## src/rtl/surf5_ctrl_pkg.sv

```systemverilog
// SURF5 ID/control block shared definitions.
// Register map, flash opcodes and flash read sequencer states.
package surf5_ctrl_pkg;

    localparam logic [15:0] SPISS = 16'h0024;
    localparam logic [15:0] SPCR  = 16'h0030;
    localparam logic [15:0] SPSR  = 16'h0034;
    localparam logic [15:0] SPDR  = 16'h0038;
    localparam logic [15:0] SPER  = 16'h003C;

    localparam logic [7:0] FLASH_CMD_READ = 8'h03;
    localparam int         SPSR_RFEMPTY   = 0;

    typedef enum logic [4:0] {
        IDLE,
        INIT_SPCR,
        SS_LOW,
        DUMMY_WR,
        DUMMY_POLL,
        DUMMY_RD,
        SS_ON,
        TX_WR,
        TX_POLL,
        TX_RD,
        RX_WR,
        RX_POLL,
        RX_RD,
        RX_OUT,
        SS_OFF,
        ABORT,
        DONE
    } flash_state_t;

    // Header byte sent at position idx: opcode then address MSB first.
    function automatic logic [7:0] tx_byte(
        input logic [1:0]  idx,
        input logic [23:0] addr
    );
        logic [7:0] b;
        case (idx)
            2'd0:    b = FLASH_CMD_READ;
            2'd1:    b = addr[23:16];
            2'd2:    b = addr[15:8];
            default: b = addr[7:0];
        endcase
        return b;
    endfunction

    // Data-register read state that follows each status poll state.
    function automatic flash_state_t poll_next(input flash_state_t s);
        flash_state_t n;
        case (s)
            DUMMY_POLL: n = DUMMY_RD;
            TX_POLL:    n = TX_RD;
            default:    n = RX_RD;
        endcase
        return n;
    endfunction

endpackage

```

## src/rtl/surf5_wb_xfer.sv

```systemverilog
// Single classic-cycle WISHBONE master for the flash sequencer.
// Holds the cycle until ack or until the ack wait budget runs out.
module surf5_wb_xfer #(
    parameter int ACK_LIMIT = 255
) (
    input  logic        clk_i,
    input  logic        rst_i,
    input  logic        req,
    input  logic        we,
    input  logic [15:0] adr,
    input  logic [31:0] wdat,
    output logic        done,
    output logic        timeout,
    output logic [31:0] rdata,
    output logic        wbm_cyc_o,
    output logic        wbm_stb_o,
    output logic        wbm_we_o,
    output logic [15:0] wbm_adr_o,
    output logic [31:0] wbm_dat_o,
    input  logic [31:0] wbm_dat_i,
    input  logic        wbm_ack_i
);

    localparam int AW = $clog2(ACK_LIMIT + 1);

    logic [AW-1:0] ack_cnt;

    // Launch on request, end on ack or timeout; done/timeout block a relaunch.
    always_ff @(posedge clk_i) begin
        if (!rst_i) begin
            wbm_cyc_o <= 1'b0;
            wbm_stb_o <= 1'b0;
            wbm_we_o  <= 1'b0;
            wbm_adr_o <= '0;
            wbm_dat_o <= '0;
            ack_cnt   <= '0;
            done      <= 1'b0;
            timeout   <= 1'b0;
            rdata     <= '0;
        end else begin
            done    <= 1'b0;
            timeout <= 1'b0;
            if (wbm_cyc_o) begin
                if (wbm_ack_i || ack_cnt == AW'(ACK_LIMIT - 1)) begin
                    wbm_cyc_o <= 1'b0;
                    wbm_stb_o <= 1'b0;
                    wbm_we_o  <= 1'b0;
                    wbm_adr_o <= '0;
                    wbm_dat_o <= '0;
                    done      <= wbm_ack_i;
                    timeout   <= !wbm_ack_i;
                    if (wbm_ack_i) begin
                        rdata <= wbm_dat_i;
                    end
                end else begin
                    ack_cnt <= ack_cnt + 1'b1;
                end
            end else if (req && !done && !timeout) begin
                wbm_cyc_o <= 1'b1;
                wbm_stb_o <= 1'b1;
                wbm_we_o  <= we;
                wbm_adr_o <= adr;
                wbm_dat_o <= wdat;
                ack_cnt   <= '0;
            end
        end
    end

endmodule

```

## src/rtl/surf5_flash_read_seq.sv

```systemverilog
// SPI flash READ sequencer driving the SURF5 simple SPI core over WISHBONE.
// Does the CCLK handover dummy once, then streams bytes on a valid/ready port.
module surf5_flash_read_seq
    import surf5_ctrl_pkg::*;
#(
    parameter int         POLL_LIMIT = 1023,
    parameter int         ACK_LIMIT  = 255,
    parameter logic [7:0] SPCR_VAL   = 8'h50
) (
    input  logic        clk_i,
    input  logic        rst_i,
    input  logic        start_i,
    input  logic [23:0] addr_i,
    input  logic [15:0] len_i,
    output logic        busy_o,
    output logic        done_o,
    output logic        err_o,
    output logic [7:0]  dat_o,
    output logic        dat_valid_o,
    input  logic        dat_ready_i,
    output logic        wbm_cyc_o,
    output logic        wbm_stb_o,
    output logic        wbm_we_o,
    output logic [15:0] wbm_adr_o,
    output logic [31:0] wbm_dat_o,
    input  logic [31:0] wbm_dat_i,
    input  logic        wbm_ack_i
);

    localparam int PW = $clog2(POLL_LIMIT + 1);

    flash_state_t  state;
    logic          init_done;
    logic [23:0]   addr_q;
    logic [15:0]   len_q;
    logic [1:0]    tx_idx;
    logic [PW-1:0] poll_cnt;

    logic          req;
    logic          req_we;
    logic [15:0]   req_adr;
    logic [31:0]   req_dat;
    logic          xfer_done;
    logic          xfer_to;
    logic [31:0]   xfer_rdata;
    logic          unused_rdata;

    assign unused_rdata = ^xfer_rdata[31:8];

    surf5_wb_xfer #(
        .ACK_LIMIT(ACK_LIMIT)
    ) u_xfer (
        .clk_i    (clk_i),
        .rst_i    (rst_i),
        .req      (req),
        .we       (req_we),
        .adr      (req_adr),
        .wdat     (req_dat),
        .done     (xfer_done),
        .timeout  (xfer_to),
        .rdata    (xfer_rdata),
        .wbm_cyc_o(wbm_cyc_o),
        .wbm_stb_o(wbm_stb_o),
        .wbm_we_o (wbm_we_o),
        .wbm_adr_o(wbm_adr_o),
        .wbm_dat_o(wbm_dat_o),
        .wbm_dat_i(wbm_dat_i),
        .wbm_ack_i(wbm_ack_i)
    );

    // One bus request per state: the register access that state performs.
    always_comb begin
        req     = 1'b0;
        req_we  = 1'b0;
        req_adr = '0;
        req_dat = '0;
        unique case (state)
            INIT_SPCR: begin
                req     = 1'b1;
                req_we  = 1'b1;
                req_adr = SPCR;
                req_dat = {24'h0, SPCR_VAL};
            end
            SS_LOW, SS_OFF, ABORT: begin
                req     = 1'b1;
                req_we  = 1'b1;
                req_adr = SPISS;
            end
            SS_ON: begin
                req     = 1'b1;
                req_we  = 1'b1;
                req_adr = SPISS;
                req_dat = 32'h1;
            end
            DUMMY_WR, RX_WR: begin
                req     = 1'b1;
                req_we  = 1'b1;
                req_adr = SPDR;
            end
            TX_WR: begin
                req     = 1'b1;
                req_we  = 1'b1;
                req_adr = SPDR;
                req_dat = {24'h0, tx_byte(tx_idx, addr_q)};
            end
            DUMMY_POLL, TX_POLL, RX_POLL: begin
                req     = 1'b1;
                req_adr = SPSR;
            end
            DUMMY_RD, TX_RD, RX_RD: begin
                req     = 1'b1;
                req_adr = SPDR;
            end
            default: ;
        endcase
    end

    // Sequencer: advances on each completed access, aborts on timeouts.
    always_ff @(posedge clk_i) begin
        if (!rst_i) begin
            state       <= IDLE;
            init_done   <= 1'b0;
            addr_q      <= '0;
            len_q       <= '0;
            tx_idx      <= '0;
            poll_cnt    <= '0;
            busy_o      <= 1'b0;
            done_o      <= 1'b0;
            err_o       <= 1'b0;
            dat_o       <= '0;
            dat_valid_o <= 1'b0;
        end else begin
            done_o <= 1'b0;
            if (xfer_to && state != ABORT) begin
                state <= ABORT;
                err_o <= 1'b1;
            end else begin
                unique case (state)
                    IDLE: if (start_i) begin
                        addr_q <= addr_i;
                        len_q  <= len_i;
                        err_o  <= 1'b0;
                        busy_o <= 1'b1;
                        if (len_i == '0) begin
                            state  <= DONE;
                            done_o <= 1'b1;
                        end else if (init_done) begin
                            state <= SS_ON;
                        end else begin
                            state <= INIT_SPCR;
                        end
                    end
                    INIT_SPCR: if (xfer_done) state <= SS_LOW;
                    SS_LOW:    if (xfer_done) state <= DUMMY_WR;
                    DUMMY_WR: if (xfer_done) begin
                        state    <= DUMMY_POLL;
                        poll_cnt <= '0;
                    end
                    DUMMY_POLL, TX_POLL, RX_POLL: if (xfer_done) begin
                        if (!xfer_rdata[SPSR_RFEMPTY]) begin
                            state <= poll_next(state);
                        end else if (poll_cnt == PW'(POLL_LIMIT - 1)) begin
                            state <= ABORT;
                            err_o <= 1'b1;
                        end else begin
                            poll_cnt <= poll_cnt + 1'b1;
                        end
                    end
                    DUMMY_RD: if (xfer_done) begin
                        init_done <= 1'b1;
                        state     <= SS_ON;
                    end
                    SS_ON: if (xfer_done) begin
                        state  <= TX_WR;
                        tx_idx <= '0;
                    end
                    TX_WR: if (xfer_done) begin
                        state    <= TX_POLL;
                        poll_cnt <= '0;
                    end
                    TX_RD: if (xfer_done) begin
                        if (tx_idx == 2'd3) begin
                            state <= RX_WR;
                        end else begin
                            tx_idx <= tx_idx + 1'b1;
                            state  <= TX_WR;
                        end
                    end
                    RX_WR: if (xfer_done) begin
                        state    <= RX_POLL;
                        poll_cnt <= '0;
                    end
                    RX_RD: if (xfer_done) begin
                        dat_o       <= xfer_rdata[7:0];
                        dat_valid_o <= 1'b1;
                        state       <= RX_OUT;
                    end
                    RX_OUT: if (dat_ready_i) begin
                        dat_valid_o <= 1'b0;
                        len_q       <= len_q - 1'b1;
                        state       <= (len_q == 16'd1) ? SS_OFF : RX_WR;
                    end
                    SS_OFF: if (xfer_done) begin
                        state  <= DONE;
                        done_o <= 1'b1;
                    end
                    ABORT: if (xfer_done || xfer_to) begin
                        state  <= DONE;
                        done_o <= 1'b1;
                    end
                    DONE: begin
                        busy_o <= 1'b0;
                        state  <= IDLE;
                    end
                    default: state <= IDLE;
                endcase
            end
        end
    end

endmodule
```

## config.mk

```make
export PLATFORM = sky130hd
export DESIGN_NAME = surf5_flash_read_seq
export DESIGN_NICKNAME = d
export VERILOG_FILES = /design/src/rtl/surf5_ctrl_pkg.sv /design/src/rtl/surf5_wb_xfer.sv /design/src/rtl/surf5_flash_read_seq.sv
export SDC_FILE = /design/constraint.sdc
export NUM_CORES = 1
export LEC_CHECK = 0
export ABC_AREA = 1
export CAP_MARGIN = 20
export CORE_MARGIN = 2
export CORE_UTILIZATION = 30
export DETAILED_ROUTE_END_ITERATION = 6
export GPL_TIMING_DRIVEN = 0
export SETUP_SLACK_MARGIN = 0.5
export SLEW_MARGIN = 20
export SYNTH_ARGS = -nofsm -noshare
export SYNTH_HDL_FRONTEND = slang
export SYNTH_SLANG_ARGS = --single-unit
```

## constraint.sdc

```tcl
create_clock -name clk_i -period 1.7 [get_ports clk_i]
set_clock_uncertainty 0.1 [all_clocks]
set_input_delay 0.17 -clock clk_i [delete_from_list [all_inputs] [get_ports clk_i]]
set_output_delay 0.17 -clock clk_i [all_outputs]
set_load 0.005 [all_outputs]
```

==> metrics.md <==
| Metric | Value |
|---|---|
| Vias in the first global route | `5709` |
| Final WL | `19200 um` |
| WL per Instance | `14.9 um` |
| Reg2Reg Depth | `9` |
| Worst setup margin | `-0.153 ns` |
| Synth area leader | `dfxtp_1` |
| Die Ht | `142 um` |
| Core Area | `18600 um^2` |
| DRC Markers | `0` |
| Worst setup endpoint | `len_q[8]$_SDFFE_PN0P_` |
| CTS tree | `built` |
| Final Max Slew Viols | `0` |
| Syn avg cell area | `6.70 um^2` |
| Worst slew pin tran | `0.829 ns` |
| Critical path arrival | `2.04 ns` |
| Critical path depth | `9` |
| Worst Path Required | `1.89 ns` |
| Crit path time final | `1.85 ns` |
| Worst-case clock buffer depth | `2` |
| Initial antenna violation count | `0` |
| H-tree Lvls | `3` |
| Sequential cell area fraction in the yosys report | `0.362` |
| Critical path's top delay family | `buffers and inverters` |
| DRT iter0 DRCs | `309` |
| Port Buffers | `79` |
| Antenna cells | `0` |
| Non-filler cells, final | `1287` |
| Clock latency on the worst-skew pair | `0.36 ns` |
| Placed instance area | `7100 um^2` |
| Global-route wire length before repair | `29200 um` |
| Synthesis warning total | `0` |
| Worst Setup SP | `state[3]$_SDFFE_PN0P_` |
| LEAKAGE | `3.74 nW` |
| VDD IR max | `0.000885 V` |
| R2r setup slk | `-0.15 ns` |
| Gr ovfl total | `0` |
| Starting density of the core | `0.306` |
| Final Hold Fails | `0` |
| PD cells | `1400 nW/um^2` |
| Slowest CP cell | `dfxtp_4` |
| Share of the clock period used by the worst path | `1.09` |
| Outcome | `finished with violations` |
| Post-Syn Instances | `851` |
| DR vias/cell | `4.91` |
| Max Clk Rate | `540 MHz` |
| Vias | `6323` |
| Crit-path cells | `buf_4 -> nor2_4 -> nand4_1 -> buf_4 -> nand3b_1 -> buf_6 -> buf_6 -> nand2_2 -> a21oi_2` |
| Reg clk slew, reported paths | `0.07 ns` |
| Share of layout cells above drive strength 1 | `0.409` |
| Yosys reg bits | `103` |
| Largest fanout on the critical path | `6` |
| Largest net degree at the start of global routing | `17` |
| Final setup vio count | `77` |
| Reg2reg end | `len_q[8]$_SDFFE_PN0P_` |
| Crit Reg-Reg Startpoint | `state[3]$_SDFFE_PN0P_` |
| Worst min path class | `input pin to register` |
| Failing checks | `setup timing` |
| Crit path largest cell delay | `0.39 ns` |
| Critical Path End Type | `register` |
| Inst Count DP | `1199` |
| Area delta synth->final | `58.7%` |
| # IOs | `140` |
| RSZ-0062 raised after global routing | `yes` |
| Yosys cell types | `36` |
| Final Cell Area | `9040 um^2` |
| Relative slew slack | `0.447` |
| Clk sink count | `103` |
| Synth top area cells | `dfxtp_1 36%, nand2_1 14%, a21oi_1 8.9%` |
| GR Util All Layers | `0.183` |
| Final Wtd Congestion | `0.930` |
| CP bufs+invs | `4` |
| Die X | `142 um` |
| Drt pass-1 iters | `5` |
| Post-synth top area share | `0.362` |
| DIE AREA | `20100 um^2` |
| Synth Cell Area | `5700 um^2` |
| MaxCap Viol Count | `0` |
| Final nets | `1136` |
| Setup WS pre-CTS | `-0.455 ns` |
| Setup CP Type | `register to register` |
| DP Wirelength | `12400 um` |
| Root Driver | `clkbuf_16` |
| Critical Path Start Type | `register` |
| Filler instances | `1802` |
| Row Count | `50` |
| Antenna-violating nets left | `0` |
| CTS buffer count | `9` |
## power by group
group / switching, W / internal [W] / total (W)
Sequential: 0.000499 / 0.00286 / 0.00336
Combinational: 0.00392 / 0.00324 / 0.00715
Clock: 0.000964 / 0.00114 / 0.00210
Total: 0.00538 / 0.00724 / 0.0126
## flip-flops by register name, indices dropped and copies added, names as in the netlist
signal,flops
addr_q,24
busy_o,1
dat_o,8
dat_valid_o,1
done_o,1
err_o,1
init_done,1
len_q,16
poll_cnt,10
state,5
tx_idx,2
u_xfer.ack_cnt,8
u_xfer.done,1
u_xfer.rdata,8
u_xfer.timeout,1
u_xfer.wbm_adr_o,4
u_xfer.wbm_cyc_o,1
u_xfer.wbm_dat_o,8
u_xfer.wbm_stb_o,1
u_xfer.wbm_we_o,1
## placed cells by master (no fill, tap or decap), types with 30 or more instances in the layout
| cell | n |
|---|---|
| nand2_1 | 144 |
| nor2_1 | 83 |
| buf_4 | 78 |
| dfxtp_1 | 68 |
| a21oi_2 | 52 |
| clkdlybuf4s50_1 | 52 |
| a21oi_1 | 48 |
| nand3_1 | 44 |
| inv_1 | 42 |
| nand2_2 | 39 |
| conb_1 | 36 |
| buf_6 | 30 |
## cell families (layout without fill, tap and decap cells)
group / count (synthesis) / after routing / synth area share
and+or+nand+nor: 436 / 437 / 0.329
AOI/OAI and AO/OA: 155 / 155 / 0.145
xor gates and xnor gates: 18 / 18 / 0.0277
adders and majority gates: 10 / 10 / 0.0220
DFF: 103 / 103 / 0.362
buffers and inverters: 128 / 294 / 0.114
other: 1 / 36 / 0.000658
## area by class of cell
cell class                 count  area, um^2  share of cell area
timing repair buffer         150        1430               0.158
multi-input combinational    656        4070               0.450
buffer                        70         573              0.0634
clock buffer                  10         229              0.0253
clock inverter                 5        57.6             0.00636
inverter                      58         250              0.0277
sequential                   103        2140               0.236
tap                          234         293              0.0324
timing repair inverter         1        3.75            0.000415
## stage by stage
| step | hold slack [ns] | util | total power [W] | TNS (ns) |
|---|---|---|---|---|
| 6_report | 0.259 | 0.485 | 0.0126 | -5.51 |
| 5_1_grt | 0.265 | 0.485 | 0.0134 | -11.60 |
| 4_1_cts | 0.245 | 0.443 | 0.0113 | -1.69 |
| 3_5_place_dp | 0.354 | 0.381 | 0.00757 | -21.46 |
| 3_3_place_gp | 0.349 | 0.381 | 0.00757 | -21.46 |
| 2_1_floorplan | 0.148 | - | 0.00636 | 0 |
## layer usage
layer / wire, um / global-route usage / up-vias / part of all wire
li1: - / - / 3143 / -
met1: 8600 / 0.241 / 2921 / 0.45
met2: 8820 / 0.298 / 232 / 0.46
met3: 1310 / 0.0408 / 27 / 0.068
met4: 478 / 0.0568 / 0 / 0.025
met5: 0 / 0 / - / 0
## how the worst min path moves through the flow
stage,from,end,slack (ns),cells past startpoint
final,addr_i[13],addr_q[13]$_SDFFE_PN0P_,0.26,3
after detailed placement,addr_q[16]$_SDFFE_PN0P_,addr_q[16]$_SDFFE_PN0P_,0.35,2
after CTS,addr_i[7],addr_q[7]$_SDFFE_PN0P_,0.25,3
after floorplan,wbm_ack_i,u_xfer.timeout$_SDFF_PN0_,0.15,1
after global routing,addr_i[7],addr_q[7]$_SDFFE_PN0P_,0.27,3
after global placement,addr_q[17]$_SDFFE_PN0P_,addr_q[17]$_SDFFE_PN0P_,0.35,2
## synth_stat cells
library cell and n:
nand4_1 19, conb_1 1, or2_2 4, nand2_2 4, and2_1 1, dfxtp_1 103, a221oi_1 1, nor2_2 4
nor3_4 1, clkbuf_1 20, nor2_1 106, o31ai_1 2, nor3_1 12, nor2_4 2, buf_1 1, buf_4 42
nand3b_1 5, a31o_2 1, o211ai_1 6, a21boi_0 1, o21ai_2 1, a21oi_1 101, o2111ai_1 1, o21ai_1 3
inv_1 51, a211oi_1 2, ha_1 10, nand3_1 72, xnor2_1 5, a31oi_1 6, nor3b_2 1, buf_2 7
o21ai_0 30, nand2_1 205, inv_2 7, xor2_1 13
## tightest hold or removal path, cell delays in order
cell and delay (ns):
clkdlybuf4s50_1 0.39, nand2_1 0.06, a21oi_1 0.05
## what timing repair did
action / 4_1_cts / 5_1_grt
setup buffers: 40 / 22
endpoints found under the setup margin: 130 / 121
endpoints found under the hold margin: 0 / 0
pin swaps: 44 / 50
gates cloned: 8 / 3
resized for setup: 232 / 201
hold buffers: 0 / 0
No activity file was read; power rests on OpenSTA's default activity.
